[config.mk]
export PLATFORM = sky130hd
export DESIGN_NAME = pq_shift_array
export DESIGN_NICKNAME = d
export VERILOG_FILES = /design/src/rtl/pq_shift_array.sv
export SDC_FILE = /design/constraint.sdc
export NUM_CORES = 1
export LEC_CHECK = 0
export BUFFER_PORTS_ARGS = -buffer_cell sky130_fd_sc_hd__buf_4
export CAP_MARGIN = 40
export CORE_ASPECT_RATIO = 1.2
export CORE_MARGIN = 1
export CORE_UTILIZATION = 55
export CTS_BUF_LIST = sky130_fd_sc_hd__clkbuf_8
export DETAILED_ROUTE_END_ITERATION = 16
export PLACE_DENSITY_LB_ADDON = 0.3
export SETUP_SLACK_MARGIN = 0.15
export SLEW_MARGIN = 10
export SYNTH_ARGS = -nofsm -noshare
export SYNTH_HDL_FRONTEND = slang
export SYNTH_SLANG_ARGS = --single-unit
[constraint.sdc]
create_clock -name clk -period 4.3 [get_ports clk]
set_input_delay 0.86 -clock clk [delete_from_list [all_inputs] [get_ports clk]]
set_output_delay 0.86 -clock clk [all_outputs]
set_load 0.01 [all_outputs]
[src/rtl/pq_shift_array.sv]
// pq_shift_array -- shift-register hardware priority queue of <key,value> pairs.
//
// The cells form a sorted array with the head at cell 0. Valid cells are
// contiguous from cell 0. Entries with equal keys leave in arrival order.
// Every operation finishes in one cycle. Each cell decides its next content
// from kv_in, its own contents and one neighbour.
//
// Parameters:
//   KEY_WIDTH  key (priority) width
//   VAL_WIDTH  value (payload) width
//   CAPACITY   number of cells (>= 1)
//   PQ_TYPE    0 = MIN_PQ (smallest key first), 1 = MAX_PQ (largest key first)
//
// Ports:
//   clk     rising-edge clock
//   rst_n   synchronous active-low reset
//   enq     enqueue request
//   kv_in   pair to enqueue, {key, value}
//   deq     dequeue request
//   kv_out  head pair from cell 0; shows {sentinel, 0} when empty
//   empty   count == 0
//   full    count == CAPACITY
//   count   number of occupied cells
//   err     (only with PQ_ERR_FLAGS_EN) bit0 sticky overflow, bit1 sticky underflow
//
// Optional feature macro: PQ_ERR_FLAGS_EN adds the err port and its sticky flags.
module pq_shift_array #(
  parameter int KEY_WIDTH = 8,
  parameter int VAL_WIDTH = 8,
  parameter int CAPACITY  = 15,
  parameter int PQ_TYPE   = 0
) (
  input  logic                           clk,
  input  logic                           rst_n,
  input  logic                           enq,
  input  logic [KEY_WIDTH+VAL_WIDTH-1:0] kv_in,
  input  logic                           deq,
  output logic [KEY_WIDTH+VAL_WIDTH-1:0] kv_out,
  output logic                           empty,
  output logic                           full,
  output logic [$clog2(CAPACITY+1)-1:0]  count
`ifdef PQ_ERR_FLAGS_EN
  ,
  output logic [1:0]                     err
`endif
);

  localparam int CNT_W = $clog2(CAPACITY + 1);
  localparam logic [KEY_WIDTH-1:0] SENTINEL =
    (PQ_TYPE == 0) ? {KEY_WIDTH{1'b1}} : {KEY_WIDTH{1'b0}};

  // Strict priority test: equal keys never precede, so a new entry lands
  // behind every existing entry with the same key.
  function automatic logic precedes(input logic [KEY_WIDTH-1:0] a,
                                    input logic [KEY_WIDTH-1:0] b);
    if (PQ_TYPE == 0) return a < b;
    else              return a > b;
  endfunction

  logic                 vld_q [CAPACITY];
  logic [KEY_WIDTH-1:0] key_q [CAPACITY];
  logic [VAL_WIDTH-1:0] val_q [CAPACITY];
  logic [CNT_W-1:0]     count_q;

  logic                 vld_d [CAPACITY];
  logic [KEY_WIDTH-1:0] key_d [CAPACITY];
  logic [VAL_WIDTH-1:0] val_d [CAPACITY];

  // Cells extended with a permanently-invalid virtual tail cell at CAPACITY.
  logic                 vld_x [CAPACITY+1];
  logic [KEY_WIDTH-1:0] key_x [CAPACITY+1];
  logic [VAL_WIDTH-1:0] val_x [CAPACITY+1];
  // Copy of the previous cell for each cell (unused filler at the head).
  logic                 vld_p [CAPACITY];
  logic [KEY_WIDTH-1:0] key_p [CAPACITY];
  logic [VAL_WIDTH-1:0] val_p [CAPACITY];

  logic [CAPACITY:0]    ins;       // new entry goes ahead of cell i
  logic [CAPACITY-1:0]  ins_prev;  // ins[i-1]; 0 at the head
  logic [CAPACITY-1:0]  rep_gate;  // ins[i] for i > 0; 0 at the head

  logic [KEY_WIDTH-1:0] key_in;
  logic [VAL_WIDTH-1:0] val_in;
  logic                 do_enq, do_deq, do_rep;

  assign key_in = kv_in[KEY_WIDTH+VAL_WIDTH-1 -: KEY_WIDTH];
  assign val_in = kv_in[VAL_WIDTH-1:0];

  assign empty  = (count_q == '0);
  assign full   = (count_q == CNT_W'(CAPACITY));
  assign count  = count_q;
  assign kv_out = {key_q[0], val_q[0]};

  // enq & deq while empty falls through to a plain enqueue. Empty implies
  // not full because CAPACITY >= 1.
  assign do_rep = enq && deq && !empty;
  assign do_enq = enq && !do_rep && !full;
  assign do_deq = deq && !enq && !empty;

  always_comb begin
    for (int i = 0; i < CAPACITY; i++) begin
      vld_x[i] = vld_q[i];
      key_x[i] = key_q[i];
      val_x[i] = val_q[i];
    end
    vld_x[CAPACITY] = 1'b0;
    key_x[CAPACITY] = SENTINEL;
    val_x[CAPACITY] = '0;

    vld_p[0] = 1'b0;
    key_p[0] = SENTINEL;
    val_p[0] = '0;
    for (int i = 1; i < CAPACITY; i++) begin
      vld_p[i] = vld_q[i-1];
      key_p[i] = key_q[i-1];
      val_p[i] = val_q[i-1];
    end

    // Ordering uses the valid bit, so a real key equal to the sentinel
    // still sorts correctly against empty cells.
    for (int i = 0; i <= CAPACITY; i++)
      ins[i] = !vld_x[i] || precedes(key_in, key_x[i]);

    ins_prev[0] = 1'b0;
    rep_gate[0] = 1'b0;
    for (int i = 1; i < CAPACITY; i++) begin
      ins_prev[i] = ins[i-1];
      rep_gate[i] = ins[i];
    end
  end

  always_comb begin
    for (int i = 0; i < CAPACITY; i++) begin
      vld_d[i] = vld_q[i];
      key_d[i] = key_q[i];
      val_d[i] = val_q[i];
      if (do_enq) begin
        // Cells ahead of the insert point hold. The first cell at or behind
        // it takes kv_in, and the rest take their predecessor.
        if (ins[i]) begin
          if (ins_prev[i]) begin
            vld_d[i] = vld_p[i];
            key_d[i] = key_p[i];
            val_d[i] = val_p[i];
          end else begin
            vld_d[i] = 1'b1;
            key_d[i] = key_in;
            val_d[i] = val_in;
          end
        end
      end else if (do_deq) begin
        vld_d[i] = vld_x[i+1];
        key_d[i] = key_x[i+1];
        val_d[i] = val_x[i+1];
      end else if (do_rep) begin
        // Insert into the list cells[1..] shifted toward the head. The
        // shifted list at i is cell i+1, and its predecessor is cell i.
        if (!ins[i+1]) begin
          vld_d[i] = vld_x[i+1];
          key_d[i] = key_x[i+1];
          val_d[i] = val_x[i+1];
        end else if (!rep_gate[i]) begin
          vld_d[i] = 1'b1;
          key_d[i] = key_in;
          val_d[i] = val_in;
        end
      end
    end
  end

  always_ff @(posedge clk) begin
    if (!rst_n) begin
      for (int i = 0; i < CAPACITY; i++) begin
        vld_q[i] <= 1'b0;
        key_q[i] <= SENTINEL;
        val_q[i] <= '0;
      end
      count_q <= '0;
    end else begin
      for (int i = 0; i < CAPACITY; i++) begin
        vld_q[i] <= vld_d[i];
        key_q[i] <= key_d[i];
        val_q[i] <= val_d[i];
      end
      if (do_enq)      count_q <= count_q + CNT_W'(1);
      else if (do_deq) count_q <= count_q - CNT_W'(1);
    end
  end

`ifdef PQ_ERR_FLAGS_EN
  always_ff @(posedge clk) begin
    if (!rst_n) begin
      err <= 2'b00;
    end else begin
      if (enq && !deq && full)  err[0] <= 1'b1;
      if (deq && !enq && empty) err[1] <= 1'b1;
    end
  end
`endif

endmodule

==> impl_results.md, run 1 <==
* Top-area cell type share of the netlist area at 0.2708
* Max Clock Freq at 311.1 MHz
* Port Buffer Count at 41
* Outcome: finished clean
* First-pass GRT wire length at 93.28 mm
* Clock-pin slew on the worst setup and hold paths at 60 ps
* Clock latency on the worst-skew pair at 610 ps
* CTS tree: built
* Unrepaired setup endpoints after global routing: false
* DIE WIDTH at 172.0 µm
* CP bufs+invs at 1
* Max cap viols at 0
* Drt wl/cell at 20.49 µm
* Area grow syn2layout at 7.794%
* Post-CTS setup buffer count at 0
* Post-route minimum period at 3215 ps
* Met3 Track Usage GR at 0.04155
* Worst path most repeated cell: nand2_1
* CP max-delay cell: nand2_1
* Share of cells above drive strength 1 at 0.1040
* Vias per cell at 6.870
* Largest net degree at the start of global routing at 122
* Data arrival, critical path at 3710 ps
* I/O pin cnt at 42
* H-tree Lvls at 2
* Leakage at 8.822 nW
* Min-Delay Path Class: register to register
* Asr flop ratio synth at 0
* DRT antenna net count at 0
* CP Cell Sequence: buf_4 > ha_1 > and4_1 > o21ai_0 > o211ai_1 > nand2_1 > nand2_1 > o2bb2ai_1 > o21a_1
* WS Path Type: input pin to register
* Hold Slack at 467.2 ps
* Tot Pwr at 0.01205 W
* Count of final hold-check violations at 0
* Met2 Track Usage GR at 0.5307
* Met1 Use GR at 0.4136
* Hold_buf cts at 0
* Period utilisation layout at 0.7476
* Synth cell types at 82
* Synth Warn # at 0
* Max Buffers Root-to-Sink at 3
* Clk_skew at 29.65 ps
* Clk sinks at 259
* Synth top cells by count: 258 x dfxtp_1, 219 x nand2_1, 160 x clkbuf_1
* Dpl cells at 2728
* Cell taking the most area after synthesis: dfxtp_1
* Cells after Synth at 2395
* Post-synth EDFFs at 1
* Initial antenna violation count at 0
* Gp weighted congestion at 0.8615
* Worst VDD drop at 0.2550 mV
* GRT Util Overall at 0.3202
* Vias in the first global route at 18390
* Relative slew slack at 0.3669
* Ant diodes at 0
* Fin nets at 2450
* DR vias at 19310
* Non-filler instance count after layout at 2811
* Post-CTS Resized at 0
* Least-Margin Pin Slew at 947.4 ps
* Final wirelength at 57.61 mm
* Worst Path Required at 4800 ps
* Sequential element share of the synthesized area at 0.2724
* Synth area leaders: dfxtp_1 27%, mux2i_1 8.0%, ha_1 7.0%
* Largest delay contributor family on the critical path: simple AND/OR/NAND/NOR gates
* Setup TNS Final at 0 ps
* Setup violations, final at 0
* Inserted Clock Buffers at 48
* Synthesized area at 0.01907 mm²
* Fin. max-slew vios at 0
* DP HPWL at 39.01 mm
* DR iter-0 viols at 2012
* Crit path largest cell delay at 700 ps
* Row count at 74
* CP Capture Type: register
* R2R setup slack at 1160 ps
* Root Buffer Master: clkbuf_8
* Flops & latches, synth at 259
* Chip height at 206.0 µm
* Total Die Area at 0.03543 mm²
* Startpoint types: input pin
* Crit Path Max Fanout at 26
* Core footprint at 0.03407 mm²
* Avg Inst Size Synth at 7.963 µm²
* Most common cell in the netlist: dfxtp_1
* PwrDens at 586.2 mW/mm²
* DRT Pass-1 Iters at 7
* Total grt overflow at 0
* Net Count, Synth at 2523
* Synth Flop Type: dfxtp_1
* Drt drc at 0
* Top Usage Layer GRT: met2
* Initial Utilization at 0.5597
-- cells in the final DEF (no fill, tap or decap), types with 7 or more instances in the layout --
| cell type | n |
|---|---|
| o221a_1 | 7 |
| nand2_1 | 218 |
| nand3_1 | 35 |
| a211oi_1 | 53 |
| o21ai_1 | 50 |
| a222oi_1 | 8 |
| inv_1 | 142 |
| clkbuf_8 | 58 |
| o21a_1 | 31 |
| o31a_1 | 9 |
| nor3_1 | 48 |
| a31oi_1 | 41 |
| a211o_1 | 52 |
| o211ai_1 | 103 |
| a22oi_1 | 37 |
| a221oi_1 | 59 |
| mux2_2 | 35 |
| o2bb2ai_1 | 21 |
| nand2b_1 | 26 |
| o31ai_1 | 13 |
| dfxtp_1 | 258 |
| o21ai_0 | 123 |
| a22o_1 | 16 |
| o211a_1 | 7 |
| o22ai_1 | 18 |
| mux2i_1 | 153 |
| a21oi_1 | 141 |
| a2111oi_1 | 7 |
| and2_1 | 12 |
| nor2_1 | 155 |
| a2111o_1 | 12 |
| o221ai_1 | 59 |
| buf_4 | 103 |
| nand4_1 | 28 |
| ha_1 | 107 |
-- area by class of cell --
class | instances | area, µm²
repair buffers | 107 | 833.3
fillers | 3061 | 13520
well taps | 456 | 570.5
inverters | 127 | 479.2
clock buffers | 58 | 798.3
clock inverters | 25 | 157.7
multi-input cells | 1779 | 12520
flip-flops and latches | 259 | 5195
-- logic make-up after synthesis --
group | share of synthesized area
compound gates | 0.3465
xor+xnor | 0.001378
fa+ha+maj | 0.07125
buf+inv | 0.07722
flops | 0.2724
mux | 0.1039
simple gates | 0.1273
-- path summary, 6_finish.rpt --
path / end / from / cells after the start
min: key_q[0][6] / key_q[0][14] / 2
max reg2reg: count[3] / count[0] / 10
min reg2reg: key_q[0][6] / key_q[0][14] / 2
max: val_q[1][23] / kv_in[12] / 9
-- layer usage --
metal	vias up	share of wire
met2	836	0.47
met1	9349	0.43
met3	168	0.065
met5	-	0
li1	8959	-
met4	0	0.037
-- where the power goes --
group	switching [W]	leakage, nW	internal, W
registers	0.000815	2.14	0.00315
logic	0.00340	6.13	0.00223
clock network	0.00112	0.553	0.00133
total	0.00533	8.82	0.00672
-- state kept, by name, summed over array words and instances (netlist names) --
| register | cells |
|---|---|
| vld_q | 15 |
| val_q | 120 |
| key_q | 120 |
| count | 4 |
-- metrics by stage --
stage               instance area [µm²]  utilization  setup slack [ps]
global placement                  19570       0.5745             735.1
detailed placement                19600       0.5753             626.3
global route                      20560       0.6033             953.9
CTS                               20560       0.6033              1170
finish                            20560       0.6033              1085
floorplan                         19070            -             948.3
-- tightest hold or removal path: stages, from the launching register on --
cell and delay, ps:
dfxtp_1 310, nand2_1 50, a31oi_1 60
No activity file was read; power rests on OpenSTA's default activity.
==> run 2, diff against run 1 <==
==> constraint.sdc (replaced) <==
create_clock -name clk -period 2.7 [get_ports clk]
set_input_delay 0.54 -clock clk [delete_from_list [all_inputs] [get_ports clk]]
set_output_delay 0.54 -clock clk [all_outputs]
set_load 0.01 [all_outputs]
==> run 2 against run 1 <==
Clock power up 61%. Power up 78%. Wire length up 11%. Critical endpoint is now val_q[1][44]. Highest routed layer unchanged.
==> impl_results.md, run 2 (synthesis gave the netlist of run 1 again) <==
* Unrepaired setup endpoints after global routing: true
* DP HPWL at 41.53 mm
* Worst Path Required at 3180 ps
* Vias per cell at 6.835
* Fin nets at 2649
* Area grow syn2layout at 22.76%
* Clk sinks at 259
* Cells on worst reg2reg path at 11
* Drt drc at 0
* GRT Util Overall at 0.3384
* Worst Hold End: val_q[0][1]
* Leakage at 10.01 nW
* Pre-CTS WS at -304.0 ps
* Relative slew slack at 0.5749
* Total Die Area at 0.03543 mm²
* Ant diodes at 0
* Min-delay src: kv_in[1]
* Initial antenna violation count at 0
* Share of cells above drive strength 1 at 0.2291
* DR vias at 20570
* DR iter-0 viols at 2449
* Least-Margin Pin Slew at 637.7 ps
* Vias in the first global route at 19680
* CTS tree: built
* Clock-pin slew on the worst setup and hold paths at 60 ps
* CP max-delay cell: o32ai_4
* Fin. max-slew vios at 0
* Largest net degree at the start of global routing at 115
* Gp weighted congestion at 0.9107
* CP Cell Sequence: inv_2 > ha_4 > and4_4 > nand2_2 > o32ai_4 > buf_6 > buf_12 > mux2i_4 > a211oi_2 > a221oi_2 > o21ai_1
* Largest registers: key_q x120, val_q x120, vld_q x15
* Final wirelength at 63.82 mm
* Chip height at 206.0 µm
* First-pass GRT wire length at 98.44 mm
* Crit path largest cell delay at 470 ps
* Final instance area at 0.02341 mm²
* Critical R2R Launch: key_q[1][47]
* H-tree Lvls at 2
* Area after DPL at 0.02125 mm²
* Hold_buf cts at 0
* Max cap viols at 0
* Commonest non-fill, non-tap cell in the layout: buf_4
* Core footprint at 0.03407 mm²
* DRT antenna net count at 0
* Min-Delay Path Class: input pin to register
* Worst VDD drop at 0.4715 mV
* Setup crit start: key_q[1][47]
* Setup violations, final at 0
* Reg-to-Reg End: val_q[1][44]
* CP Capture Type: register
* Inserted Clock Buffers at 46
* Crit Path Max Fanout at 5
* Root Buffer Master: clkbuf_8
* I/O pin cnt at 42
* Max Clock Freq at 390.4 MHz
* Initial Utilization at 0.5597
* Hold Crit Depth at 3
* Clock latency on the worst-skew pair at 630 ps
* Total grt overflow at 0
* DIE WIDTH at 172.0 µm
* WS Path Type: register to register
* Clk_skew at 23.79 ps
* DRT Pass-1 Iters at 8
* Period utilisation layout at 0.9487
* PwrDens at 914.3 mW/mm²
* Post-route minimum period at 2561 ps
* Count of final hold-check violations at 0
* Drt wl/cell at 21.20 µm
* R2R setup slack at 140 ps
* Data arrival, critical path at 3040 ps
* Setup WS post-layout at 138.5 ps
* Max Buffers Root-to-Sink at 3
* Most frequent cells in the layout: 255 x buf_4, 226 x dfxtp_1, 214 x nand2_1
* Outcome: finished clean
* Port Buffer Count at 41
* Startpoint types: register
* Row count at 74
==> run 2: changes by cell type in the layout (fill, tap and decap cells not counted), moves of 11 or more <==
cell      delta
a211oi_1    -19
inv_1       -13
ha_1        -13
dfxtp_2     +27
ha_4        +12
a211oi_2    +18
dfxtp_1     -32
mux2i_2     +14
buf_6       +11
buf_4      +152
buf_12      +28
mux2i_1     -21
a221oi_1    -11
==> run 2: layout make-up <==
type	count	area (µm²)
Multi-Input combinational cell	1781	13290
Fill cell	2698	10660
Sequential cell	259	5248
Timing Repair Buffer	306	2851
Clock buffer	65	894.6
Tap cell	456	570.5
Inverter	127	483.0
Clock inverter	16	77.57
==> run 2: report_power, final <==
| group | internal, W | leakage, nW | switching (W) |
|---|---|---|---|
| Clock | 0.00213 | 0.536 | 0.00183 |
| Combinational | 0.00487 | 7.35 | 0.00613 |
| Sequential | 0.00507 | 2.13 | 0.00138 |
| Total | 0.0121 | 10.0 | 0.00934 |
==> run 2: metal layers <==
| metal | vias to the layer above | global-route usage | routed length [µm] | part of all wire |
|---|---|---|---|---|
| met5 | - | 0 | 0 | 0 |
| met1 | 9959 | 0.4272 | 25950 | 0.41 |
| met3 | 231 | 0.04443 | 4695 | 0.074 |
| li1 | 9375 | - | - | - |
| met2 | 1008 | 0.5645 | 30310 | 0.47 |
| met4 | 0 | 0.1662 | 2873 | 0.045 |
==> run 2: timing repair <==
item                       CTS  global route
gates cloned                 0             8
pin swaps                    0            26
setup endpoints to repair   29           217
buffers inserted             0            27
resized for setup            7           172
==> run 2: worst max path at each step <==
stage	cells past startpoint	endpoint	slack (ps)
detailed placement	8	val_q[0][23]	-300
global placement	10	key_q[1][48]	-260
global route	12	key_q[0][15]	40
finish	11	val_q[1][44]	140
CTS	10	key_q[0][57]	140
floorplan	14	count[3]	60
==> run 2: worst max-delay path: cells and delay by family (launching register included) <==
family          cells  cell delay [ps]
compound gates      4              860
buf+inv             3              430
simple gates        2              300
flops               1              360
mux                 1              230
fa+ha+maj           1              270
==> run 2: metrics by stage <==
step	hold WS, ps	setup TNS [ps]	instances	power (W)	util
final	319.3	0	3010	0.02140	0.6871
after CTS	293.3	0	2975	0.02017	0.6529
after global routing	307.5	0	3010	0.02269	0.6871
after floorplan	445.7	0	2395	0.01276	-
after global placement	463.5	-28680	2892	0.01571	0.6227
after detailed placement	466.1	-36980	2894	0.01619	0.6237
